### src/rtl/uart_rx.sv
// 8N1 serial receiver with 16x-style oversampling.
// Recovers bytes from rx and flags frames whose stop bit is low.
module uart_rx #(
  parameter int CLOCK_FREQ = 50000000,
  parameter int BAUD_RATE  = 115200,
  parameter int OVERSAMPLE = 16
) (
  input  logic       clk,
  input  logic       rst,
  input  logic       rx,
  output logic [7:0] rx_data,
  output logic       rx_valid,
  output logic       rx_busy,
  output logic       frame_err
);

  localparam int DIV_RAW = CLOCK_FREQ / (BAUD_RATE * OVERSAMPLE);
  localparam int DIV     = (DIV_RAW < 1) ? 1 : DIV_RAW;
  localparam int TW      = (DIV > 1) ? $clog2(DIV) : 1;
  localparam int SW      = $clog2(OVERSAMPLE);

  localparam logic [TW-1:0] TMAX  = TW'(DIV - 1);
  localparam logic [SW-1:0] SHALF = SW'(OVERSAMPLE / 2 - 1);
  localparam logic [SW-1:0] SLAST = SW'(OVERSAMPLE - 1);

  typedef enum logic [1:0] {
    IDLE,
    START,
    DATA,
    STOP
  } state_t;

  state_t        state;
  logic          rx_m;
  logic          rx_s;
  logic          rx_d;
  logic          fall;
  logic          tick;
  logic [TW-1:0] tcnt;
  logic [SW-1:0] scnt;
  logic [2:0]    bidx;
  logic [7:0]    shreg;

  // Two-flop synchronizer plus one delay flop for edge detection.
  always_ff @(posedge clk or posedge rst) begin
    if (rst) begin
      rx_m <= 1'b1;
      rx_s <= 1'b1;
      rx_d <= 1'b1;
    end else begin
      rx_m <= rx;
      rx_s <= rx_m;
      rx_d <= rx_s;
    end
  end

  assign fall = rx_d & ~rx_s;
  assign tick = (tcnt == TMAX);

  // Tick divider; held at zero in IDLE so phase aligns to the start edge.
  always_ff @(posedge clk or posedge rst) begin
    if (rst) begin
      tcnt <= '0;
    end else if (state == IDLE) begin
      tcnt <= '0;
    end else if (tick) begin
      tcnt <= '0;
    end else begin
      tcnt <= tcnt + TW'(1);
    end
  end

  // Frame FSM with registered strobes and busy flag.
  always_ff @(posedge clk or posedge rst) begin
    if (rst) begin
      state     <= IDLE;
      scnt      <= '0;
      bidx      <= '0;
      shreg     <= '0;
      rx_data   <= '0;
      rx_valid  <= 1'b0;
      frame_err <= 1'b0;
      rx_busy   <= 1'b0;
    end else begin
      rx_valid  <= 1'b0;
      frame_err <= 1'b0;
      unique case (state)
        IDLE: begin
          if (fall) begin
            state   <= START;
            scnt    <= '0;
            rx_busy <= 1'b1;
          end
        end
        START: begin
          if (tick) begin
            if (scnt == SHALF) begin
              scnt <= '0;
              bidx <= '0;
              if (!rx_s) begin
                state <= DATA;
              end else begin
                state   <= IDLE;
                rx_busy <= 1'b0;
              end
            end else begin
              scnt <= scnt + SW'(1);
            end
          end
        end
        DATA: begin
          if (tick) begin
            if (scnt == SLAST) begin
              scnt  <= '0;
              shreg <= {rx_s, shreg[7:1]};
              bidx  <= bidx + 3'd1;
              if (bidx == 3'd7) begin
                state <= STOP;
              end
            end else begin
              scnt <= scnt + SW'(1);
            end
          end
        end
        STOP: begin
          if (tick) begin
            if (scnt == SLAST) begin
              scnt    <= '0;
              state   <= IDLE;
              rx_busy <= 1'b0;
              if (rx_s) begin
                rx_data  <= shreg;
                rx_valid <= 1'b1;
              end else begin
                frame_err <= 1'b1;
              end
            end else begin
              scnt <= scnt + SW'(1);
            end
          end
        end
        default: begin
          state   <= IDLE;
          rx_busy <= 1'b0;
        end
      endcase
    end
  end

endmodule

### config.mk
export PLATFORM = sky130hd
export DESIGN_NAME = uart_rx
export DESIGN_NICKNAME = d
export VERILOG_FILES = /design/src/rtl/uart_rx.sv
export SDC_FILE = /design/constraint.sdc
export NUM_CORES = 1
export LEC_CHECK = 0
export CAP_MARGIN = 20
export CORE_AREA = 2 2 72 74
export CTS_CLUSTER_DIAMETER = 30
export DETAILED_ROUTE_END_ITERATION = 8
export DIE_AREA = 0 0 74 76
export DONT_BUFFER_PORTS = 1
export GPL_TIMING_DRIVEN = 0
export PLACE_DENSITY = 0.5
export SLEW_MARGIN = 25
export SYNTH_ARGS = -nofsm -noshare
export SYNTH_HDL_FRONTEND = slang
export SYNTH_SLANG_ARGS = --single-unit
### constraint.sdc
create_clock -name clk -period 2 [get_ports clk]
set_input_delay 0.3 -clock clk [delete_from_list [all_inputs] [get_ports clk]]
set_output_delay 0.3 -clock clk [all_outputs]
set_load 0.1 [all_outputs]
==> out/qor.yml, run 1 <==
status: "complete, but fails checks"
violations: "negative hold slack"
grt-ovfl-total: 0
clk_latency_ps: 290
io_pins: 14
postLayoutCoreUtil_pct: 37.21
finalSetupViolCount: 0
slew_violations: 0
drc_errors: 0
async_reset_ff_share_pct: 100.0
r2r-start: "scnt[0]"
grt_pass1_wl_um: 4892
grt_usage_pct: 11.49
antenna_found_initial: 0
yosys.area.top_type: "dfrtp_1"
areaGrowthSynthToFinish_pct: 15.40
die_area_um2: 5624
final_cell_mix: "33 x dfrtp_1, 17 x mux2_2, 9 x nor2_1, 6 x nand2_1, 6 x o21ai_0"
syn_avg_cell_area_um2: 12.67
r2r_slack_ps: 70
crit_arrival_ps: 2100
drt_iter0_drc: 27
max-clock-path-buffers: 2
leakage_nw: 0.8809
dr_wl_met3_um: 150
hold_path_class: "input pin to async pin"
netlist_top_cells_area: "dfrtp_1 52%, mux2_2 12%, dfstp_2 5.0%"
fin_crit_ps: 1927
path_class: "flop to flop"
core_area_um2: 4912
max_stage_delay_ps: 420
wirelength_um: 2799
drive_gt1_share_pct: 30.15
cp.required_ps: 2170
cts_tree: "done"
yosysSeqAreaShare_pct: 57.11
yosysWarnings: 0
die_h_um: 76
max_cap_viol_count: 0
route.detailed.wl_per_inst_um: 13.59
hpwl_um: 1895
clock-root-buffer: "clkbuf_8"
synth_seq_cells: 36
worst_pin_slew_ps: 910.0
postRouteAntennaNets: 0
synth-main-ff-cell: "dfrtp_1"
grt_max_degree: 37
max_freq_ghz: 0.5189
finalHoldViolations: 1
reg2reg_depth: 6
syn_nets: 133
cp-startpoint: "scnt[0]"
cp_slowest_cell: "dfrtp_1"
vias: 1005
h-tree-depth: 2
power_mw: 1.702
hold_ws_ps: -1.253
post-route-period-util_pct: 96.36
r2r_end: "shreg[7]"
drt_first_pass_iters: 4
routabilityCongestion: 0.7323
netlist_area_um2: 1584
first_global_vias: 1052
cp-start-kind: "flop"
vdd_ir_drop_max_v: 0.0006331
p_per_area_nw_per_um2: 931.0
nNetsFinal: 143
io_buffers: 0
top_layer: "met4"
relSlewSlack_pct: 39.33
via_per_inst: 4.879
skew_ps: 9.894
rows: 26
cts_buffers: 5
cp-end-kind: "flop"
start_util_pct: 32.25
synth_cell_types: 37
die_w_um: 74
antenna_cells: 0
clkSlewWorstSetupHoldPaths_ps: 80
wl_met2_um: 1435
synth_top_area_share_pct: 52.13
clkSinkCount: 36
crit_chain: "ha_2 -> nand2_2 -> nor4_4 -> and2_1 -> clkbuf_4 -> mux2_2"
wl_met1_um: 1162
synth_cells: 125
synth_edf_count: 0
critPathMaxFanout: 8
final_common_cell: "dfrtp_1"
registers in the layout (all words and copies together) (netlist names), named ones only:
name / count
shreg: 8
frame_err: 1
scnt: 4
rx_data: 8
rx_busy: 1
tcnt: 5
rx_valid: 1
rx_s: 1
state: 1
bidx: 3
rx_m: 1
rx_d: 1
stage by stage:
stage	std cells	area [µm²]	setup slack, ps	hold slack, ps	TNS [ps]
floorplan	125	1584	180.5	304.5	0
global placement	195	1672	-14.59	304.6	-87.93
detailed placement	195	1672	-31.22	304.6	-212.8
CTS	204	1804	25.59	31.62	0
global route	206	1828	-53.79	68.92	-306.1
finish	206	1828	72.89	-1.253	0
worst max-delay path: cells and delay by family (launching register included):
kind,cells,cell delay (ps)
simple gates,3,600
flops,1,420
mux,1,340
fa+ha+maj,1,240
buf+inv,1,200
area by class of cell:
type / count / area (µm²)
Buffer: 5 / 23.77
Clock inverter: 3 / 42.54
Multi-Input combinational cell: 80 / 660.6
Inverter: 4 / 15.01
Clock buffer: 5 / 68.82
Fill cell: 499 / 3084
Tap cell: 70 / 87.58
Timing Repair Buffer: 3 / 25.02
Sequential cell: 36 / 904.6
cells in the mapped netlist (3+ instances only):
| master | instances |
|---|---|
| nand2_1 | 6 |
| nor2_1 | 9 |
| ha_1 | 5 |
| nand3_1 | 3 |
| inv_1 | 4 |
| mux2_2 | 17 |
| clkbuf_1 | 3 |
| a21oi_1 | 4 |
| dfstp_2 | 3 |
| dfrtp_1 | 33 |
| o21ai_0 | 6 |
cells by family (layout without fill, tap and decap cells):
logic type | after synthesis | count (layout) | share of synthesized area [%]
AOI/OAI and AO/OA | 23 | 23 | 10.11
buffers and inverters | 9 | 20 | 2.290
xor gates and xnor gates | 3 | 3 | 1.659
and+or+nand+nor | 32 | 32 | 12.80
DFF | 36 | 36 | 57.11
muxes | 17 | 17 | 12.09
adders and majority gates | 5 | 5 | 3.949
repair_timing:
| action | in CTS | in global routing |
|---|---|---|
| hold endpoints to repair | 1 | 0 |
| endpoints found under the setup margin | 15 | 18 |
| gates resized for setup | 2 | 2 |
| hold buffers | 1 | 0 |
| pin swaps | 1 | 2 |
| buffers inserted | 0 | 2 |
layer usage:
metal / vias up / track usage (%)
met5: - / 0
li1: 468 / -
met4: 0 / 4.909
met1: 502 / 13.82
met2: 29 / 17.95
met3: 6 / 4.630
power breakdown:
part	switching, mW	leakage [nW]	internal [mW]
logic	0.0963	0.349	0.0807
registers	0.0931	0.478	0.793
clock network	0.270	0.0541	0.369
total	0.460	0.881	1.24
how the worst max path moves through the flow:
| stage | endpoint |
|---|---|
| floorplan | shreg[0] |
| global placement | shreg[0] |
| detailed placement | rx_data[4] |
| CTS | shreg[0] |
| global route | shreg[0] |
| finish | shreg[7] |
(Power assumes the default switching activity.)
==> run 2, diff against run 1 <==
Settings changed: ABC_AREA set to 1, CORE_AREA 2 2 72 74 to 2 2 73 75, DIE_AREA 0 0 74 76 to 0 0 75 77, TNS_END_PERCENT set to 5.
==> run 2 against run 1 <==
- the run now ends clean
- via count up 17%
- die area is 2.7% higher
- sequential share of layout area down 1.1 points
- combinational power grew to 2.7 times the previous value
- largest cell class unchanged
==> out/qor.yml, run 2 <==
vias: 1177  # +17%
hold_path_class: "input pin to async pin"
synth_top_area_share_pct: 49.62  # -2.5 points
cp-end-kind: "flop"
synthTopCellsByCount: "52 x nand2_1, 33 x dfrtp_1, 21 x inv_1, 17 x nor2_1, 16 x o21ai_2"
clock-root-buffer: "clkbuf_8"
regArea_um2: 904.6  # unchanged
postCtsSetupBuffers: 0  # unchanged
wirelength_um: 3056  # +9.2%
drc_errors: 0  # unchanged
worst_pin_slew_ps: 907.9  # -2.131 ps
dp_slack_ps: 330.0  # +361.2 ps
skew_ps: 4.246  # -5.648 ps
antenna_found_initial: 0  # unchanged
async_reset_ff_share_pct: 100.0  # unchanged
syn_avg_cell_area_um2: 9.143  # -28%
critPathMaxFanout: 10  # +2
io_buffers: 0  # unchanged
areaGrowthSynthToFinish_pct: 12.33
synth_seq_cells: 36  # unchanged
drt_iter0_drc: 62  # +130%
worst_slack_ps: 314.3  # +241.4 ps
grt_usage_pct: 12.80  # +1.3 points
nNetsFinal: 198  # +38%
die_area_um2: 5775  # +2.7%
grt_pass1_wl_um: 5485  # +12%
cts_buffers: 5  # unchanged
rows: 26  # unchanged
die_w_um: 75  # +1.4%
synth-simple-area-share_pct: 21.95  # +9.2 points
crit_chain: "inv_1 -> ha_1 -> nand2_1 -> inv_1 -> nand2_2 -> inv_1 -> nand4_2 -> buf_6 -> nand2_1 -> o21ai_2"
clkSlewWorstSetupHoldPaths_ps: 70  # about the same
syn_nets: 190  # +43%
max_cap_viol_count: 0  # unchanged
synth_compound_area_share_pct: 12.03  # +1.9 points
via_per_inst: 4.510  # -7.6%
rsz0062_at_grt: "false"
route.detailed.wl_per_inst_um: 11.71  # -14%
synth_cells: 182  # +46%
io_pins: 14  # unchanged
grt_max_degree: 37  # unchanged
slew_violations: 0  # unchanged
grt-ovfl-total: 0  # unchanged
tns_ps: 0  # unchanged
synth_top_family_by_area: "simple AND/OR/NAND/NOR gates"
netlist_area_um2: 1664  # +5.1%
core_area_um2: 4977  # +1.3%
status: "complete, no violations"
clkSinkCount: 36  # unchanged
cpMostUsedCell: "inv_1"
cp-start-kind: "flop"
cts_resized: 0  # -2
finalHoldViolations: 0  # -1
fillCellCount: 507  # +1.6%
first_global_vias: 1209  # +15%
antenna_cells: 0  # unchanged
yosysSeqAreaShare_pct: 54.36  # -2.7 points
synth_edf_count: 0  # unchanged
h-tree-depth: 2  # unchanged
multi_input_area_um2: 654.4  # -0.95%
placed_area_um2: 1752  # +4.8%
final_cell_mix: "52 x nand2_1, 33 x dfrtp_1, 20 x inv_1, 17 x nor2_1, 16 x o21ai_2"
postRouteAntennaNets: 0  # unchanged
cts_tree: "done"
final_common_cell: "nand2_1"
max_stage_delay_ps: 410  # about the same
synth-xor-area-share_pct: 1.579  # -0.080 points
clk_latency_ps: 290  # about the same
path_buf_inv: 4  # +3
synth.most_common_cell: "nand2_1"
cp.required_ps: 2180  # about the same
synth.area.mux_share_pct: 0  # -12 points
crit_arrival_ps: 1870  # -230 ps
start_util_pct: 33.43  # +1.2 points
die_h_um: 77  # +1.3%
synth_cell_types: 19  # -49%
power_mw: 2.064  # +21%
reg_top3: "rx_data (8), shreg (8), tcnt (5)"
routabilityCongestion: 0.7988  # +9.1%
yosysWarnings: 0  # unchanged
hpwl_um: 2211  # +17%
synth-main-ff-cell: "dfrtp_1"
cp_slowest_cell: "dfrtp_1"
drive_gt1_share_pct: 19.37  # -11 points
p_per_area_nw_per_um2: 1104  # +19%
max_freq_ghz: 0.5932  # +14%
fin_crit_ps: 1686  # -241.4 ps
critPathTopFamily: "buffers and inverters"
max-clock-path-buffers: 2  # unchanged
finalSetupViolCount: 0  # unchanged
path_class: "flop to flop"
yosys.area.top_type: "dfrtp_1"
vdd_ir_drop_max_v: 0.0003935  # -38%
leakage_nw: 0.8944  # +1.5%
post-route-period-util_pct: 84.28  # -12 points
finalInstanceArea_um2: 1869  # +2.3%
drt_first_pass_iters: 4  # unchanged
netlist_top_cells_area: "dfrtp_1 50%, nand2_1 12%, o21ai_2 8.4%"
relSlewSlack_pct: 39.47  # +0.14 points
synth_fa_ha_area_share_pct: 3.759  # -0.19 points
## run 2: cell type report
type                       instances  area share [%]
sequential                        36           48.39
multi-input combinational        122           35.01
tap                               70           4.685
inverter                          22           4.418
clock buffer                       6           3.882
clock inverter                     2           1.874
buffer                             2           1.205
timing repair buffer               1          0.5355
## run 2: layer usage
layer | vias up | track usage [%] | wire [µm]
met4 | 0 | 7.500 | 87
li1 | 590 | - | -
met2 | 26 | 19.82 | 1452
met1 | 553 | 15.35 | 1369
met5 | - | 0 | 0
met3 | 8 | 3.811 | 147
## run 2: metrics by stage
| step | hold slack [ps] | util, % | std cells |
|---|---|---|---|
| 5_1_grt | 59.45 | 37.56 | 261 |
| 4_1_cts | 29.47 | 37.56 | 261 |
| 2_1_floorplan | 304.5 | - | 182 |
| 3_3_place_gp | 304.6 | 35.19 | 252 |
| 6_report | 11.42 | 37.56 | 261 |
| 3_5_place_dp | 304.6 | 35.19 | 252 |
## run 2: final timing paths
path	slack [ps]	startpoint	cells after the start	to
hold / removal	10	rst	1	shreg[1]
hold reg to reg	360	rx_m	0	rx_s
setup / recovery	310	tcnt[0]	10	rx_data[7]
max in group asynchronous	1520	rst	1	bidx[0]
setup reg to reg	310	tcnt[0]	10	rx_data[7]
min in group clk	360	rx_m	0	rx_s
## run 2: kinds of logic (layout without fill, tap and decap cells)
group | Yosys count | in the layout
xor gates and xnor gates | 3 | 3
DFF | 36 | 36
AOI/OAI and AO/OA | 28 | 28
adders and majority gates | 5 | 5
and+or+nand+nor | 86 | 86
buffers and inverters | 24 | 33
## run 2: power by group
group | switching [mW] | internal [mW] | leakage [nW]
Combinational | 0.324 | 0.157 | 0.354
Clock | 0.254 | 0.370 | 0.0552
Sequential | 0.156 | 0.803 | 0.485
Total | 0.734 | 1.33 | 0.894
## run 2: worst reg2reg max path, stage by stage (launching register included)
cell	delay, ps
dfrtp_1	410
inv_1	70
ha_1	140
nand2_1	50
inv_1	60
nand2_2	90
inv_1	120
nand4_2	220
buf_6	250
nand2_1	80
o21ai_2	70
## run 2: what timing repair did
item	4_1_cts	5_1_grt
setup endpoints to repair	0	0
hold buffers	1	0
hold endpoints to repair	1	0
